## src/rtl/fifo_burst_reader.sv

```systemverilog
// fifo_burst_reader: read-side consumer for the dual-clock receive FIFO.
// Waits until one burst of samples is buffered, then drains exactly one burst
// and emits it as a framed packet (marker, sequence number, BURST samples)
// on a valid/ready stream. The FIFO is non-showahead: fifo_q is valid the
// cycle after fifo_rdreq, so returning words land in a 2-entry skid buffer.
// Stream outputs are decoded only from registered state, never from inputs.

module fifo_burst_reader #(
    parameter int               WIDTH  = 16,
    parameter int               WIDTHU = 9,
    parameter int               BURST  = 256,
    parameter logic [WIDTH-1:0] MARKER = 16'hA5A5
) (
    input  logic              clock,
    input  logic              reset,
    input  logic              enable,
    input  logic [WIDTH-1:0]  fifo_q,
    input  logic              fifo_rdempty,
    input  logic [WIDTHU-1:0] fifo_rdusedw,
    output logic              fifo_rdreq,
    output logic [WIDTH-1:0]  out_data,
    output logic              out_valid,
    input  logic              out_ready,
    output logic              out_sop,
    output logic              out_eop,
    output logic              busy
);

    // Counters must hold the value 2^WIDTHU, hence one extra bit.
    localparam int            CW         = WIDTHU + 1;
    localparam logic [CW-1:0] BURST_C    = CW'(BURST);
    localparam logic [CW-1:0] FULL_LEVEL = {1'b1, {WIDTHU{1'b0}}};
    localparam logic [CW-1:0] ZERO_C     = {CW{1'b0}};
    localparam logic [CW-1:0] ONE_C      = {{WIDTHU{1'b0}}, 1'b1};

    typedef enum logic [1:0] {
        ST_IDLE = 2'd0,
        ST_HDR0 = 2'd1,
        ST_HDR1 = 2'd2,
        ST_BODY = 2'd3
    } state_t;

    // A completely full FIFO wraps its used-words count to zero; the empty
    // flag tells that case apart from a truly empty FIFO.
    function automatic logic [CW-1:0] effective_level(input logic [WIDTHU-1:0] usedw,
                                                      input logic              empty);
        logic [CW-1:0] lvl;
        if ((usedw == {WIDTHU{1'b0}}) && !empty) begin
            lvl = FULL_LEVEL;
        end else begin
            lvl = {1'b0, usedw};
        end
        return lvl;
    endfunction

    state_t            state_r;
    state_t            state_s;
    logic [WIDTH-1:0]  seq_r;
    logic [CW-1:0]     reads_left_r;
    logic [CW-1:0]     samples_left_r;
    logic              inflight_r;
    logic [WIDTH-1:0]  skid_mem_r [0:1];
    logic              wr_ptr_r;
    logic              rd_ptr_r;
    logic [1:0]        count_r;
    logic [1:0]        count_s;
    logic [1:0]        occ_s;
    logic [CW-1:0]     level_s;
    logic              start_s;
    logic              handshake_s;
    logic              pop_s;
    logic              push_s;
    logic              rdreq_s;

    assign level_s     = effective_level(fifo_rdusedw, fifo_rdempty);
    assign start_s     = (state_r == ST_IDLE) && enable && (level_s >= BURST_C);
    assign handshake_s = out_valid && out_ready;
    assign pop_s       = (state_r == ST_BODY) && handshake_s;
    assign push_s      = inflight_r;
    // Words held plus word returning, after this cycle's pop; never exceeds 2.
    assign occ_s       = count_r + {1'b0, inflight_r} - {1'b0, pop_s};
    assign fifo_rdreq  = rdreq_s;

    // Packet framing outputs decoded from the state and skid buffer registers.
    always_comb begin
        out_valid = 1'b0;
        out_data  = {WIDTH{1'b0}};
        out_sop   = 1'b0;
        out_eop   = 1'b0;
        busy      = 1'b0;
        case (state_r)
            ST_IDLE: begin
                busy = 1'b0;
            end
            ST_HDR0: begin
                busy      = 1'b1;
                out_valid = 1'b1;
                out_data  = MARKER;
                out_sop   = 1'b1;
            end
            ST_HDR1: begin
                busy      = 1'b1;
                out_valid = 1'b1;
                out_data  = seq_r;
            end
            ST_BODY: begin
                busy      = 1'b1;
                out_valid = (count_r != 2'd0);
                out_data  = skid_mem_r[rd_ptr_r];
                out_eop   = (count_r != 2'd0) && (samples_left_r == ONE_C);
            end
            default: begin
                busy = 1'b0;
            end
        endcase
    end

    // Next-state logic for the packet sequencer.
    always_comb begin
        state_s = state_r;
        case (state_r)
            ST_IDLE: begin
                if (start_s) state_s = ST_HDR0;
                else         state_s = ST_IDLE;
            end
            ST_HDR0: begin
                if (handshake_s) state_s = ST_HDR1;
                else             state_s = ST_HDR0;
            end
            ST_HDR1: begin
                if (handshake_s) state_s = ST_BODY;
                else             state_s = ST_HDR1;
            end
            ST_BODY: begin
                if (pop_s && (samples_left_r == ONE_C)) state_s = ST_IDLE;
                else                                     state_s = ST_BODY;
            end
            default: begin
                state_s = ST_IDLE;
            end
        endcase
    end

    // Read issue: keep the skid buffer topped up without ever overfilling it.
    always_comb begin
        rdreq_s = 1'b0;
        if (!reset && (state_r != ST_IDLE) && (reads_left_r != ZERO_C) &&
            !fifo_rdempty && (occ_s < 2'd2)) begin
            rdreq_s = 1'b1;
        end else begin
            rdreq_s = 1'b0;
        end
    end

    // Skid buffer occupancy update from this cycle's push and pop.
    always_comb begin
        count_s = count_r;
        case ({push_s, pop_s})
            2'b10:   count_s = count_r + 2'd1;
            2'b01:   count_s = count_r - 2'd1;
            default: count_s = count_r;
        endcase
    end

    // State register and per-packet sequence number.
    always_ff @(posedge clock) begin
        if (reset) begin
            state_r <= ST_IDLE;
            seq_r   <= {WIDTH{1'b0}};
        end else begin
            state_r <= state_s;
            if ((state_r == ST_HDR1) && handshake_s) begin
                seq_r <= seq_r + {{(WIDTH-1){1'b0}}, 1'b1};
            end
        end
    end

    // Per-packet budgets: reads still to issue and samples still to emit.
    always_ff @(posedge clock) begin
        if (reset) begin
            reads_left_r   <= ZERO_C;
            samples_left_r <= ZERO_C;
        end else if (start_s) begin
            reads_left_r   <= BURST_C;
            samples_left_r <= BURST_C;
        end else begin
            if (rdreq_s) reads_left_r <= reads_left_r - ONE_C;
            if (pop_s)   samples_left_r <= samples_left_r - ONE_C;
        end
    end

    // Capture the word returning from the FIFO one cycle after each read.
    always_ff @(posedge clock) begin
        if (reset) begin
            inflight_r    <= 1'b0;
            wr_ptr_r      <= 1'b0;
            rd_ptr_r      <= 1'b0;
            count_r       <= 2'd0;
            skid_mem_r[0] <= {WIDTH{1'b0}};
            skid_mem_r[1] <= {WIDTH{1'b0}};
        end else begin
            inflight_r <= rdreq_s;
            count_r    <= count_s;
            if (push_s) begin
                skid_mem_r[wr_ptr_r] <= fifo_q;
                wr_ptr_r             <= ~wr_ptr_r;
            end
            if (pop_s) begin
                rd_ptr_r <= ~rd_ptr_r;
            end
        end
    end

endmodule

```

## config.mk

```make
export PLATFORM = sky130hd
export DESIGN_NAME = fifo_burst_reader
export DESIGN_NICKNAME = d
export VERILOG_FILES = /design/src/rtl/fifo_burst_reader.sv
export SDC_FILE = /design/constraint.sdc
export NUM_CORES = 1
export LEC_CHECK = 0
export CORE_MARGIN = 2
export CORE_UTILIZATION = 59
export CTS_CLUSTER_DIAMETER = 80
export DETAILED_ROUTE_END_ITERATION = 12
export PLACE_DENSITY_LB_ADDON = 0.3
export SLEW_MARGIN = 20
export SYNTH_ARGS = -nofsm -noshare
export SYNTH_HDL_FRONTEND = slang
export SYNTH_SLANG_ARGS = --single-unit
```

## constraint.sdc

```tcl
create_clock -name clock -period 4.9 [get_ports clock]
set_input_delay 0.49 -clock clock [delete_from_list [all_inputs] [get_ports clock]]
set_output_delay 0.49 -clock clock [all_outputs]
set_load 0.01 [all_outputs]
```

[Word level (Yosys, flattened, before mapping)]
Memory sizes are Yosys's and may differ from the RTL's. A register that Yosys moved wholly into a read port is not among the register bits.
Index checks and enable logic that the tools add are counted.
Cells by class
  add/sub/neg operators: 7
  $mul: 0
  divide/modulo/power cells: 0
  magnitude comparators: 2
  equality and inequality tests: 6
  shifts and indexed selects: 0
  muxes and demuxes: 27
  bitwise gates (word level): 2
  reduce and logical (&&, ||, !) cells: 26
Operators with widths (number)
  case mux 16 bit (3 select lines): 1
  two-way mux 9 bit: 4
  subtractor 10 x 1 -> 10 bit, second input constant: 2
  adder 16 x 1 -> 16 bit, second input constant: 1
  two-way mux 16 bit: 1
  OR reduction 16 bit: 1
  two-way mux 1 bit: 14
  logical AND 1 bit: 12
  equality test 10 x 1 -> 1 bit, second input constant: 1
  >= comparator 10 x 9 -> 1 bit, second input constant: 1
  two-way mux 10 bit: 1
  nonzero test 10 bit: 1
  nonzero test 2 bit: 5
  logical NOT 9 bit: 1
  case mux 2 bit (4 select lines): 1
  equality test 2 bit, second input constant: 3
  equality test 2 x 1 -> 1 bit, second input constant: 2
  two-way mux 2 bit: 2
  case mux 1 bit (2 select lines): 2
  case mux 2 bit (2 select lines): 1
  OR reduction 2 bit: 2
  OR reduction 3 bit: 1
  adder 2 x 1 -> 2 bit: 1
  adder 2 x 1 -> 2 bit, second input constant: 1
  6 further kinds: 8
Storage, ports and cells
  register bits after elaboration: 43
  latch bits: 0
  bits in writable memories: 32
  ROM bits: 0
  input bits: 30
  output and inout port bits: 21
  memories kept: 1
Memories
  skid_mem_r: words 2, bits a word 16, rd ports 1, clocked after Yosys merged registers in 1, wr ports 2, RTL line 62  | logic [WIDTH-1:0] skid_mem_r [0:1];

[Longest topological paths before layout]
Gate-level depths: netlist of the first run.
  depth in word-level cells: 11
  mapped depth: 13
  gate-level depth less buffers: 11

[Worst setup path after synthesis of the first run]
OpenSTA, ideal clock, no wires.
  path kind: flip-flop to flip-flop
  start: reg state_r[1]
  end: reg reads_left_r[6]
  setup time: 0.071 ns
  arrival time: 3.072 ns
  data required time: 4.829 ns
  path slack: 1.758 ns
  stages on the path, launching flop included: 13
  path buffers: 2
  path through: dfxtp_1 > clkbuf_1 > inv_1 > ha_1 > nor2b_1 > o311a_1 > clkbuf_1 > ha_1 > nor2b_1 > xnor2_1 > nand3_2 > or3_2 > a21oi_1
Between the ends
  word-level cells in the longest chain between the ends: 9
  elaborated cells between the ends (all ways): 19
  those cells by class: 1 x add/sub; 1 x order compare; 3 x eq/ne; 2 x mux; 12 x reduce/logical
Ends and longest elaborated chain
  start, declared: RTL line 56  | state_t state_r;
  start signal, assigned: RTL line 171  | state_r <= state_s;
  equality test 2 bit or equality test 2 x 1 -> 1 bit (tied branches): RTL line 91  | case (state_r)
  OR reduction 2 bit (no source line)
  case mux 1 bit (2 select lines): RTL line 91
  logical AND 1 bit: RTL line 77  | assign handshake_s = out_valid && out_ready;
  logical AND 1 bit (*): RTL line 78  | assign pop_s = (state_r == ST_BODY) && handshake_s;
  named net pop_s: RTL line 71  | logic pop_s;
  subtractor 2 x 1 -> 2 bit (*): RTL line 81  | assign occ_s = count_r + {1'b0, inflight_r} - {1'b0, pop_s};
  less-than comparator 2 bit (*): RTL line 148  | !fifo_rdempty && (occ_s < 2'd2)) begin
  logical AND 1 bit (*): RTL line 148
  two-way mux 1 bit (*): RTL line 147  | if (!reset && (state_r != ST_IDLE) && (reads_left_r != ZERO_C) &&
  end signal, assigned: RTL line 187  | if (rdreq_s) reads_left_r <= reads_left_r - ONE_C;
  end, declared: RTL line 59  | logic [CW-1:0] reads_left_r;
Mark *: on every way through the listed nets, which the timed path passes. The rest lies on a longest branch.
A chain may end at the register's enable or synchronous reset.

[Worst setup path in the final report of the first run]
  start: reg state_r[1]
  end: out fifo_rdreq
Between the ends
  word-level cells in the longest chain between the ends: 9
  elaborated cells between the ends (all ways): 15
  those cells by class: 1 x add/sub; 1 x order compare; 3 x eq/ne; 2 x mux; 8 x reduce/logical
Ends and longest elaborated chain
  equality test 2 bit or equality test 2 x 1 -> 1 bit (tied branches): RTL line 91
  OR reduction 2 bit (no source line)
  case mux 1 bit (2 select lines): RTL line 91
  logical AND 1 bit: RTL line 77
  logical AND 1 bit: RTL line 78
  subtractor 2 x 1 -> 2 bit: RTL line 81
  less-than comparator 2 bit: RTL line 148
  logical AND 1 bit (*): RTL line 148
  two-way mux 1 bit (*): RTL line 147
  end, declared: RTL line 20  | output logic fifo_rdreq,
Every way passes the cells marked *; elsewhere a longest branch is shown, timed or not.

==> summary.md, run 1 <==
Status
- result of the run: completed

Timing
- worst max-slew margin expressed relative to the limit: 49.46%
- Final Skew: 0.01065 ns
- Final WS setup: 0.7369 ns
- Least-Margin Pin Slew: 0.7573 ns
- Slew Limit Fails: 0
- final setup violation count: 0
- highest clock frequency the design can meet: 240.2 MHz
- RSZ-0062 raised after global routing: false
- Final min period: 4.163 ns
- Fin. Hold Viols: 0
- setup_tns: 0 ns
- period utilisation layout: 84.96%

Setup path
- CP Cell Sequence: inv_1 > ha_1 > nor2b_1 > o311a_1 > buf_4 > ha_1 > nor2b_1 > xnor2_1 > nand3_2 > inv_1 > clkdlybuf4s50_1
- Crit path largest cell delay: 0.58 ns
- critical path's slowest cell: dfxtp_1
- Critical Path AT: 3.67 ns
- class of the most critical setup path: reg -> out
- required time of the critical path: 4.41 ns
- crit path max fanout: 15
- element type at the critical path start: flip-flop
- type of destination of the critical path: output port

Global routing
- total overflow reported by the global router: 0
- via count of the first global-routing pass: 2657
- largest net degree at the start of global routing: 33
- antenna violations before repair: 0
- aggregate global-route resource usage: 23.04%
- global-route wire length before repair: 12950 um

Synthesis
- number of unique standard cell types used by synthesis: 45
- average cell area after synthesis: 9.765 um2
- proportion of synthesized flip-flops having asynchronous set or reset: 0%
- number of synthesized register bits: 76
- Synth top cells by count: dfxtp_1, nor2_1, and2_1, edfxtp_1, nand2_1
- Synth top area share: 25.30%
- prevailing post-synth register cell: dfxtp_1
- cell accounting for the most synthesized area: edfxtp_1
- total standard cell area after synthesis: 3799 um2
- sequential area share after synthesis: 48.48%
- Synth warnings: 0
- dominant cell by count in the synthesized netlist: dfxtp_1
- number of standard cells after synthesis: 389
- EDFF count, synth: 32
- net count of the mapped netlist: 431
- cells taking the most area after synthesis: edfxtp_1, dfxtp_1, and2_1

Pwr
- Power Dens Cells: 273.3 nW/um2
- P_leak: 1.609 nW
- worst vdd ir: 0.2011 mV

Detailed routing
- routed wire length: 7741 um
- first-pass iteration count of the detailed router: 6
- WL per Instance: 14.92 um
- number of DRC violations after detailed routing: 0
- Detail Route Antenna Nets: 0
- detailed-route vias per instance: 5.674
- Initial DRC Count: 179
- routed via count: 2945

Place
- Final GP Congestion: 0.9090
- post-detail-place hpwl: 5428 um
- DP Worst Slack: 1.177 ns
- port buffer count: 50

Finish
- proportion of layout cells with a drive suffix above 1: 10.18%
- utilization after layout: 72.21%
- Antenna diodes: 0
- Total Nets Final: 479
- area growth from synthesis to final layout: 19.33%
- filler cell count in the final layout: 463

Die
- die width: 84.24 um
- Die Ht: 84.24 um
- effective utilization at floorplan: 60.51%
- core area: 6277 um2
- floorplan row count: 29
- boundary pin count: 51
- area of the die: 7096 um2

Clocking
- quantity of gates resized following cts: 0
- clock tree from TritonCTS: built
- htree depth: 3
- Skew-Pair Late Insertion Delay: 0.36 ns
- # clock sinks: 76
- hold-fix buffers at CTS: 0
- maximum buffer depth of the clock tree: 2
- cts bufs inserted: 9
- Setup Buffers After CTS: 0
- clock slew seen by the registers of the worst setup and hold paths: 0.09 ns
- cell at the root of the clock tree: clkbuf_8

Worst hold path
- path category of the worst min-delay check: reg -> reg

Flow run
- max-capacitance violation count: 0

[path summary, 6_finish.rpt]
| kind | startpoint | to | slack, ns | depth (start not counted) |
|---|---|---|---|---|
| setup / recovery | state_r[1] | fifo_rdreq | 0.74 | 11 |
| hold / removal | reads_left_r[5] | reads_left_r[5] | 0.47 | 1 |
| setup reg to reg | state_r[1] | reads_left_r[6] | 1.60 | 11 |
| hold reg to reg | reads_left_r[5] | reads_left_r[5] | 0.47 | 1 |
[sequential cells by signal, summed over array words and instances (netlist names), named ones only]
name and count:
count_r 2, inflight_r 1, rd_ptr_r 1, reads_left_r 10
samples_left_r 10, seq_r 16, skid_mem_r 32, state_r 2
wr_ptr_r 1
[kinds of logic (layout without fill, tap and decap cells)]
kind of cell / count (synthesis) / after routing / synth area share (%)
compound gates: 59 / 59 / 9.947
buf+inv: 33 / 86 / 3.755
fa+ha+maj: 12 / 12 / 3.952
mux: 19 / 19 / 5.534
xor+xnor: 25 / 25 / 5.764
flops: 76 / 76 / 48.48
simple gates: 165 / 165 / 22.56
[placed cells by master (no fill, tap or decap), types with 2 or more instances in the layout]
cell type and instances:
nand4b_1 2, or3_1 6, mux2_2 16, a21oi_1 13, nand2_1 27, clkdlybuf4s50_1 50
and2_1 32, nor2b_1 3, mux2i_1 3, nand3_1 11, ha_1 12, xnor2_1 13
clkinv_4 2, inv_6 3, and3_1 2, nor4_1 7, o21ai_0 12, buf_4 4
inv_8 2, nand3_2 2, a22oi_1 8, clkbuf_8 9, nand2b_1 2, edfxtp_1 32
a31oi_1 9, nor3_1 14, or2_2 3, a211oi_1 2, o21a_1 2, inv_1 16
xor2_1 12, dfxtp_1 44, nand4_1 5, nor2_1 42, o31ai_1 4, o211ai_1 4
or3_2 2
[layout make-up]
type                            count  area (um2)  area share [%]
Tap cell                           77       96.34           2.125
Timing Repair Buffer               54       530.5           11.70
Clock inverter                      7       66.31           1.463
Sequential cell                    76        1842           40.63
Clock buffer                        9       123.9           2.733
Multi-Input combinational cell    280        1814           40.02
Inverter                           16       60.06           1.325
[worst max-delay path: cells and delay by family (launching register included)]
| kind | cells | cell delay [ns] |
|---|---|---|
| AO/OA/AOI/OAI | 1 | 0.22 |
| XOR/XNOR | 1 | 0.19 |
| adder cells (fa/ha/maj) | 2 | 0.52 |
| buffers and inverters | 4 | 1.08 |
| flip-flops | 1 | 0.58 |
| AND/OR/NAND/NOR | 3 | 0.73 |
[power breakdown]
| group | switching [W] | internal (W) | total, W |
|---|---|---|---|
| registers | 0.00000642 | 0.000671 | 0.000677 |
| clock network | 0.000263 | 0.000198 | 0.000461 |
| logic | 0.0000480 | 0.0000519 | 0.000100 |
| total | 0.000318 | 0.000921 | 0.00124 |
[routing by layer]
metal  wire, um  track usage, %  vias up
li1           -               -     1472
met1       3626           32.82     1393
met2       3662           34.56       71
met3        369           6.195        9
met4         82           7.038        0
met5          0               0        -
[through the flow]
stage / cells / hold WS [ns] / cell area (um2) / power, W
after detailed placement: 503 / 0.4642 / 4343 / 0.0007916
after CTS: 519 / 0.4769 / 4533 / 0.001246
after global placement: 503 / 0.4504 / 4343 / 0.0007883
after global routing: 519 / 0.5028 / 4533 / 0.001289
final: 519 / 0.4688 / 4533 / 0.001239
after floorplan: 389 / 0.4345 / 3799 / 0.0007398
No activity file was read; power rests on OpenSTA's default activity.
==> inputs of run 2 (changes only) <==
- CORE_UTILIZATION: 59 -> 55
- clock period: 4.9 -> 4.1 ns (I/O delays scaled with it)
==> summary.md, run 2 (synthesis gave the netlist of run 1 again) <==
Status
- result of the run: completed

Pwr
- worst vdd ir: 0.2335 mV, +16%
- Power Dens Cells: 322.0 nW/um2, +18%
- P_leak: 1.600 nW, -0.57%

Detailed routing
- number of DRC violations after detailed routing: 0, unchanged
- WL per Instance: 14.95 um, +0.24%
- detailed-route vias per instance: 5.541, -2.3%
- routed wire length: 7819 um, +1.0%
- Initial DRC Count: 114, -36%
- first-pass iteration count of the detailed router: 5, -1
- routed via count: 2898, -1.6%
- Detail Route Antenna Nets: 0, unchanged

Timing
- period utilisation layout: 94.32%
- Slew Limit Fails: 0, unchanged
- Final Skew: 0.008069 ns, -0.002579 ns
- Final min period: 3.867 ns
- setup_tns: 0 ns, unchanged
- final setup violation count: 0, unchanged
- Fin. Hold Viols: 0, unchanged
- worst max-slew margin expressed relative to the limit: 49.69%, +0.23 points
- Final WS setup: 0.2328 ns, -0.5041 ns
- RSZ-0062 raised after global routing: false
- Least-Margin Pin Slew: 0.7539 ns, -0.003388 ns
- highest clock frequency the design can meet: 258.6 MHz

Clocking
- Setup Buffers After CTS: 0, unchanged
- # clock sinks: 76, unchanged
- hold-fix buffers at CTS: 0, unchanged
- clock tree from TritonCTS: built
- clock slew seen by the registers of the worst setup and hold paths: 0.08 ns, about the same
- cts bufs inserted: 9, unchanged
- maximum buffer depth of the clock tree: 2, unchanged
- Skew-Pair Late Insertion Delay: 0.35 ns, about the same
- htree depth: 3, unchanged
- cell at the root of the clock tree: clkbuf_8
- quantity of gates resized following cts: 0, unchanged

Worst hold path
- path category of the worst min-delay check: reg -> reg
- start point of the worst min-delay path: reads_left_r[5]

Setup path
- termination of the worst setup path: fifo_rdreq
- class of the most critical setup path: reg -> out
- startpoint of the most critical setup path: state_r[1]
- slack of the worst reg-to-reg path: 0.99 ns, -0.61 ns
- element type at the critical path start: flip-flop
- Critical Path AT: 3.46 ns, -0.21 ns
- crit path max fanout: 15, unchanged
- end of the worst register-to-register path: reads_left_r[6]
- startpoint of the worst-slack reg-to-reg timing path: state_r[1]
- type of destination of the critical path: output port
- count of cells along the worst register-to-register path: 10, -1
- required time of the critical path: 3.69 ns, -0.72 ns

Die
- boundary pin count: 51, unchanged
- area of the die: 7587 um2, +6.9%
- Die Ht: 87.11 um, +3.4%
- effective utilization at floorplan: 56.22%, -4.3 points
- core area: 6756 um2, +7.6%
- floorplan row count: 30, +3.4%
- die width: 87.11 um, +3.4%

Place
- DP Worst Slack: 0.6539 ns, -0.5230 ns
- port buffer count: 50, unchanged
- Final GP Congestion: 0.8560, -5.8%
- post-detail-place hpwl: 5585 um, +2.9%
- cell area after placement: 4354 um2, +0.26%

Global routing
- aggregate global-route resource usage: 21.79%, -1.2 points
- antenna violations before repair: 0, unchanged
- grt peak-use layer: met2
- via count of the first global-routing pass: 2702, +1.7%
- total overflow reported by the global router: 0, unchanged
- global-route wire length before repair: 12700 um, -2.0%
- GR Util met3: 6.351%, +0.16 points
- met1 Use GR: 28.73%, -4.1 points
- largest net degree at the start of global routing: 32, -3.0%
- global routing usage on met2: 35.11%, +0.55 points

Finish
- commonest cells after routing, fill and taps aside: clkdlybuf4s50_1, dfxtp_1, nor2_1
- proportion of layout cells with a drive suffix above 1: 10.38%, +0.20 points
- most common cell after layout, fill and taps aside: clkdlybuf4s50_1
- Biggest register: skid_mem_r
- utilization after layout: 67.17%, -5.0 points
- finished layout cell area: 4538 um2, +0.11%
- area growth from synthesis to final layout: 19.47%
- Total Nets Final: 480, +0.21%
- registers with the most flip-flops: skid_mem_r: 32 flops, seq_r: 16 flops
- Antenna diodes: 0, unchanged
- max reg flops: 32, unchanged

Flow run
- max-capacitance violation count: 0, unchanged

==> run 2: how the worst min path moves through the flow <==
stage / end / slack [ns] / cells past startpoint
2_1_floorplan: reads_left_r[5] / 0.43 / 1
3_3_place_gp: reads_left_r[5] / 0.45 / 1
3_5_place_dp: reads_left_r[5] / 0.47 / 1
4_1_cts: reads_left_r[5] / 0.48 / 1
5_1_grt: reads_left_r[5] / 0.52 / 1
6_report: reads_left_r[5] / 0.48 / 1
==> run 2: power breakdown <==
part	switching [W]	internal, W
logic	0.0000568	0.0000621
clock network	0.000305	0.000228
registers	0.00000792	0.000802
==> run 2: area by class of cell <==
class,instances,area [um2]
Sequential cell,76,1842
Multi-Input combinational cell,280,1814
Clock inverter,7,60.06
Fill cell,528,2218
Clock buffer,9,123.9
Tap cell,80,100.1
Timing Repair Buffer,55,538.0
Inverter,16,60.06
==> run 2: metal layers <==
metal,routed length (um),vias to the layer above
met5,0,-
met4,94,0
met3,446,8
met2,3738,72
met1,3539,1350
li1,-,1468
==> run 2: worst max-delay path, stage by stage (launching register included) <==
cell and delay, ns:
dfxtp_1 0.55, inv_1 0.14, ha_1 0.26, nor2b_1 0.31
o311a_1 0.25, ha_1 0.23, nor2b_1 0.13, xnor2_1 0.20
nand3_2 0.29, inv_1 0.18, clkdlybuf4s50_1 0.55
==> run 2: per-stage QoR <==
stage	cells	hold slack (ns)	total power, W
2_1_floorplan	389	0.4345	0.0008841
3_3_place_gp	507	0.4498	0.0009422
3_5_place_dp	507	0.4702	0.0009459
4_1_cts	523	0.4828	0.001475
5_1_grt	523	0.5196	0.001519
6_report	523	0.4847	0.001461
